`config.mk`:
```
export PLATFORM = sky130hd
export DESIGN_NAME = time_slot_scheduler
export DESIGN_NICKNAME = d
export VERILOG_FILES = /design/src/rtl/time_slot_pkg.sv /design/src/rtl/slot_time_decoder.sv /design/src/rtl/time_slot_scheduler.sv
export SDC_FILE = /design/constraint.sdc
export NUM_CORES = 1
export LEC_CHECK = 0
export CORE_MARGIN = 1
export CORE_UTILIZATION = 45
export DETAILED_ROUTE_END_ITERATION = 10
export PLACE_DENSITY_LB_ADDON = 0.3
export SLEW_MARGIN = 20
export SYNTH_ARGS = -nofsm -noshare
export SYNTH_HDL_FRONTEND = slang
export SYNTH_HIERARCHICAL = 1
export SYNTH_SLANG_ARGS = --single-unit
export TNS_END_PERCENT = 50
```
`constraint.sdc`:
```
create_clock -name i_clk -period 5.55 [get_ports i_clk]
set_input_delay 1.3875 -clock i_clk [delete_from_list [all_inputs] [get_ports i_clk]]
set_output_delay 1.3875 -clock i_clk [all_outputs]
set_load 0.01 [all_outputs]
```
`src/rtl/time_slot_pkg.sv`:
```
// Shared widths, FSM encodings and helpers for the slot scheduler.
package time_slot_pkg;

  localparam int unsigned SLOT_ID_W = 8;
  localparam int unsigned CNT_W     = 16;

  typedef logic [1:0] state_t;

  localparam state_t ST_IDLE       = 2'd0;
  localparam state_t ST_WAIT_ALIGN = 2'd1;
  localparam state_t ST_GUARD      = 2'd2;
  localparam state_t ST_ACTIVE     = 2'd3;

  function automatic logic is_aligned(input state_t s);
    return (s == ST_GUARD) || (s == ST_ACTIVE);
  endfunction

endpackage

```
`src/rtl/slot_time_decoder.sv`:
```
// Decodes slot boundary, in-slot offset and time discontinuity from local time.
module slot_time_decoder #(
  parameter int unsigned P_SLOT_LEN_LOG2 = 10
) (
  input  logic                       i_clk,
  input  logic                       i_rst_n,
  input  logic [63:0]                i_local_time,
  output logic                       o_boundary,
  output logic [P_SLOT_LEN_LOG2-1:0] o_offset,
  output logic                       o_jump
);

  logic [63:0] prev_q;
  logic        prev_vld_q;

  always_ff @(posedge i_clk or negedge i_rst_n) begin
    if (!i_rst_n) begin
      prev_q     <= '0;
      prev_vld_q <= 1'b0;
    end else begin
      prev_q     <= i_local_time;
      prev_vld_q <= 1'b1;
    end
  end

  assign o_offset   = i_local_time[P_SLOT_LEN_LOG2-1:0];
  assign o_boundary = (o_offset == '0);
  // All-ones to zero is a legal +1 step thanks to modulo-2^64 addition.
  assign o_jump     = prev_vld_q && (i_local_time != prev_q + 64'd1);

endmodule

```
`src/rtl/time_slot_scheduler.sv`:
```
// Aligns slot boundaries to synchronised time, gates the TX window and
// supervises periodic re-synchronisation.
module time_slot_scheduler
  import time_slot_pkg::*;
#(
  parameter int unsigned P_SLOT_LEN_LOG2  = 10,
  parameter int unsigned P_SLOT_NUM_LOG2  = 3,
  parameter int unsigned P_GUARD_LEN      = 64,
  parameter int unsigned P_RESYNC_SLOTS   = 64,
  parameter int unsigned P_RESYNC_TIMEOUT = 8
) (
  input  logic                 i_clk,
  input  logic                 i_rst_n,
  input  logic                 i_stat_rx_status,
  input  logic [63:0]          i_local_time,
  input  logic                 i_slot_start,
  output logic [SLOT_ID_W-1:0] o_slot_id,
  output logic                 o_slot_boundary,
  output logic                 o_tx_window,
  output logic                 o_resync_req,
  output logic                 o_sync_lost,
  output logic [CNT_W-1:0]     o_jump_cnt
);

  localparam logic [P_SLOT_LEN_LOG2-1:0] GUARD_C  = P_SLOT_LEN_LOG2'(P_GUARD_LEN);
  localparam logic [CNT_W-1:0]           RESYNC_C = CNT_W'(P_RESYNC_SLOTS);
  localparam logic [CNT_W-1:0]           TMO_C    = CNT_W'(P_RESYNC_TIMEOUT);

  logic                       boundary, jump;
  logic [P_SLOT_LEN_LOG2-1:0] offset;

  slot_time_decoder #(.P_SLOT_LEN_LOG2(P_SLOT_LEN_LOG2)) u_dec (
    .i_clk        (i_clk),
    .i_rst_n      (i_rst_n),
    .i_local_time (i_local_time),
    .o_boundary   (boundary),
    .o_offset     (offset),
    .o_jump       (jump)
  );

  state_t               state_q, state_d;
  logic [CNT_W-1:0]     slot_cnt_q, slot_cnt_d;
  logic [CNT_W-1:0]     tmo_cnt_q, tmo_cnt_d;
  logic [CNT_W-1:0]     jump_cnt_q, jump_cnt_d;
  logic                 pending_q, pending_d;
  logic                 lost_q, lost_d;
  logic                 bnd_q, bnd_d;
  logic                 tx_q, tx_d;
  logic                 req_q, req_d;
  logic [SLOT_ID_W-1:0] slot_id_q, slot_id_d;
  logic                 timeout;

  // A same-cycle i_slot_start wins over the timeout it would otherwise cancel.
  assign timeout = i_stat_rx_status && !i_slot_start && pending_q && boundary &&
                   (state_q != ST_IDLE) && (tmo_cnt_q + 16'd1 == TMO_C);

  always_comb begin
    state_d    = state_q;
    slot_cnt_d = slot_cnt_q;
    tmo_cnt_d  = tmo_cnt_q;
    jump_cnt_d = jump_cnt_q;
    pending_d  = pending_q;
    lost_d     = lost_q;
    req_d      = 1'b0;

    if (!i_stat_rx_status || timeout) begin
      state_d = ST_IDLE;
    end else begin
      case (state_q)
        ST_IDLE:       if (i_slot_start) state_d = ST_WAIT_ALIGN;
        ST_WAIT_ALIGN: if (boundary && !jump) state_d = ST_GUARD;
        ST_GUARD: begin
          if (jump)                   state_d = ST_WAIT_ALIGN;
          else if (boundary)          state_d = ST_GUARD;
          else if (offset >= GUARD_C) state_d = ST_ACTIVE;
        end
        default: begin
          if (jump)          state_d = ST_WAIT_ALIGN;
          else if (boundary) state_d = ST_GUARD;
        end
      endcase
    end

    bnd_d = i_stat_rx_status && !timeout && !jump && boundary && (state_q != ST_IDLE);

    if (i_stat_rx_status && !timeout && jump && is_aligned(state_q) && (jump_cnt_q != '1))
      jump_cnt_d = jump_cnt_q + 16'd1;

    if (pending_q && boundary && (state_q != ST_IDLE))
      tmo_cnt_d = tmo_cnt_q + 16'd1;

    if (bnd_d && is_aligned(state_q)) begin
      if (slot_cnt_q + 16'd1 == RESYNC_C) begin
        req_d      = 1'b1;
        slot_cnt_d = '0;
        pending_d  = 1'b1;
        tmo_cnt_d  = '0;
      end else begin
        slot_cnt_d = slot_cnt_q + 16'd1;
      end
    end

    if (timeout) begin
      pending_d = 1'b0;
      tmo_cnt_d = '0;
      lost_d    = 1'b1;
    end

    if (i_slot_start) begin
      pending_d = 1'b0;
      tmo_cnt_d = '0;
      lost_d    = 1'b0;
    end

    if (state_d == ST_IDLE) begin
      slot_cnt_d = '0;
      tmo_cnt_d  = '0;
      pending_d  = 1'b0;
    end

    tx_d      = (state_d == ST_ACTIVE);
    slot_id_d = (state_d == ST_IDLE) ? '0
              : SLOT_ID_W'(i_local_time[P_SLOT_LEN_LOG2 +: P_SLOT_NUM_LOG2]);
  end

  always_ff @(posedge i_clk or negedge i_rst_n) begin
    if (!i_rst_n) begin
      state_q    <= ST_IDLE;
      slot_cnt_q <= '0;
      tmo_cnt_q  <= '0;
      jump_cnt_q <= '0;
      pending_q  <= 1'b0;
      lost_q     <= 1'b0;
      bnd_q      <= 1'b0;
      tx_q       <= 1'b0;
      req_q      <= 1'b0;
      slot_id_q  <= '0;
    end else begin
      state_q    <= state_d;
      slot_cnt_q <= slot_cnt_d;
      tmo_cnt_q  <= tmo_cnt_d;
      jump_cnt_q <= jump_cnt_d;
      pending_q  <= pending_d;
      lost_q     <= lost_d;
      bnd_q      <= bnd_d;
      tx_q       <= tx_d;
      req_q      <= req_d;
      slot_id_q  <= slot_id_d;
    end
  end

  assign o_slot_id       = slot_id_q;
  assign o_slot_boundary = bnd_q;
  assign o_tx_window     = tx_q;
  assign o_resync_req    = req_q;
  assign o_sync_lost     = lost_q;
  assign o_jump_cnt      = jump_cnt_q;

endmodule

```
==> metrics.yaml <==
power_and_ir_drop:
  ir_worst_vdd_uv: 219
  p_leak_nw: 3.63
  powerDensity_nw_per_um2: 259
timing:
  finalHoldViolCount: 0
  worstMarginPinSlew_ns: 1.06
  rsz0062_at_grt: "no"
  post-route-period-util_pct: 86.6
  slew_headroom_pct: 29.2
  fin_skew_ns: 0.00455
  layout_min_cycle_time_ns: 4.80
  drv_slew: 0
  setup_viol: 0
  fmax_mhz: 208
  setup_tns_ns: 0
setup_path:
  cp_slowest_cell: "o41a_1"
  path_cells: "clkdlybuf4s50_1 > xnor2_1 > or3_1 > or4_1 > a21boi_1 > o211ai_1 > nor4_1 > nand4_1 > o41a_1 > and3b_1 > o211ai_2 > nor2_1 > mux2_2"
  cp.arrival_ns: 5.17
  critPathTopFamily: "simple AND/OR/NAND/NOR gates"
  r2r-start: "u_dec/prev_q[0]"
  crit_type: "primary input to register"
  cp_num_buf_inv: 1
  crit_fanout: 7
  cp-start-kind: "primary input"
  end_kind: "register"
  crit_required_ns: 5.91
  critPathLaunch: "i_local_time[61]"
  slowest_delay_ns: 0.47
detailed_routing:
  vias: 6382
  drt_iter0_drc: 554
  ant_nets: 0
  drt_wl_total_um: 19400
  viasPerCell: 5.75
  detail_route.wl_per_cell_um: 17.5
  remaining_drc_errors: 0
  drtPass1Iterations: 5
finish:
  drive_gt1_share_pct: 8.50
  nNetsFinal: 955
  areaGrowthSynthToFinish_pct: 22.8
  antenna_cells: 0
  register_area_um2: 3080
  n_fill_cell: 1432
  instances_no_fill: 1110
  multiInputGateArea_um2: 4150
global_routing:
  grt.total_usage_pct: 24.2
  grt_pass1_vias: 6140
  grt_pass1_wl_um: 31400
  grt.overflow.total: 0
  antenna_found_initial: 0
  grt_max_degree: 46
die:
  die_w_um: 131
  core_area_um2: 16100
  rows: 46
  die_area_um2: 17200
  start_util_pct: 46.6
  die_y_um: 131
  io_pins: 96
yosys:
  netlist_instances: 788
  syn_area_um2: 7490
  postSynthAreaPerCell_um2: 9.50
  yosysWarnings: 6
cts:
  clk_path_buf_depth: 2
  clock_sinks: 123
  cts_hold_buffers: 0
  post_cts_resized: 0
  htreeDepth: 4
  numCtsBuffers: 17
  post_cts_buffers: 0
  clkTransAtPathRegs_ns: 0.06
  cts_tree: "built"
  clkLatencyLatePin_ns: 0.42
  cts_root_buf: "clkbuf_16"
status:
  outcome: "complete, no violations"
placement:
  place_congestion: 0.877
  dp_hpwl_um: 14200
  portBuffers: 90
  dpl.cell_count: 1079
job:
  drv_cap: 0
hold_path:
  min-delay-start: "o_jump_cnt[9]"
  hold_class: "register to register"
power by group:
group | switching [mW] | leakage [nW] | internal, mW
clock | 0.418 | 0.294 | 0.771
sequential | 0.0354 | 1.56 | 0.923
combinational | 0.121 | 1.77 | 0.111
cell type report:
cell class	count	area share (%)
clock inverters	11	1.84
inverters	17	0.694
flip-flops and latches	123	33.5
multi-input cells	619	45.2
clock buffers	20	4.97
well taps	216	2.94
repair buffers	104	10.9
worst register-to-register path, stage by stage (launching register included):
cell and delay [ns]:
dfrtp_1 0.42, ha_1 0.24, nand3_1 0.22, nor3_1 0.33, nand4_1 0.35, xnor2_1 0.24
or4_1 0.53, nor4_1 0.36, nand4_1 0.16, o41a_1 0.47, and3b_1 0.32, o211ai_2 0.21
nor2_1 0.42, mux2_2 0.24
state kept, by name, summed over array words and instances (netlist names):
signal and count:
tmo_cnt_q 16, u_dec/prev_q 64, pending_q 1, u_dec/prev_vld_q 1
o_slot_id 3, o_tx_window 1, o_sync_lost 1, o_resync_req 1
o_slot_boundary 1, state_q 2, slot_cnt_q 16, o_jump_cnt 16
cell usage in the layout, fill, tap and decap left out, drive strengths merged, types with 6 or more instances in the layout:
| cell type | n |
|---|---|
| or3 | 7 |
| nor4 | 34 |
| buf | 15 |
| mux2 | 6 |
| or4 | 10 |
| nor3 | 50 |
| xnor2 | 68 |
| nor2 | 63 |
| conb | 6 |
| a211o | 11 |
| nand2 | 64 |
| o21ai | 7 |
| and3 | 16 |
| inv | 17 |
| xor2 | 66 |
| o211ai | 6 |
| dfrtp | 123 |
| clkdlybuf4s50 | 89 |
| clkbuf | 20 |
| nand3 | 56 |
| a21oi | 17 |
| and4 | 10 |
| and2 | 10 |
| nand4 | 43 |
worst paths after layout:
path / to / depth (start not counted) / slack [ns]
min in group asynchronous: u_dec/prev_q[23] / 1 / 0.95
worst min register to register: o_jump_cnt[9] / 1 / 0.50
worst max register to register: slot_cnt_q[0] / 13 / 0.99
worst min-delay path: o_jump_cnt[9] / 1 / 0.50
worst max-delay path: slot_cnt_q[0] / 13 / 0.75
max in group asynchronous: o_jump_cnt[8] / 2 / 3.59
metal layers:
metal | track usage [%] | part of all wire [%] | vias to the layer above
met1 | 33.0 | 45 | 3077
met5 | 0 | 0 | -
li1 | - | - | 3058
met4 | 9.13 | 2.2 | 0
met2 | 38.0 | 47 | 209
met3 | 4.60 | 6.1 | 38
stage by stage:
stage / instance area (µm²) / setup WS [ns] / util (%) / hold slack (ns) / total power, mW
detailed placement: 8570 / 0.321 / 53.4 / 0.492 / 1.20
floorplan: 7500 / 1.03 / - / 0.515 / 1.09
global placement: 8570 / 0.371 / 53.4 / 0.478 / 1.20
CTS: 9190 / 0.751 / 57.3 / 0.503 / 2.39
global route: 9190 / 0.546 / 57.3 / 0.522 / 2.46
finish: 9190 / 0.745 / 57.3 / 0.501 / 2.38
No activity file was read; power rests on OpenSTA's default activity.
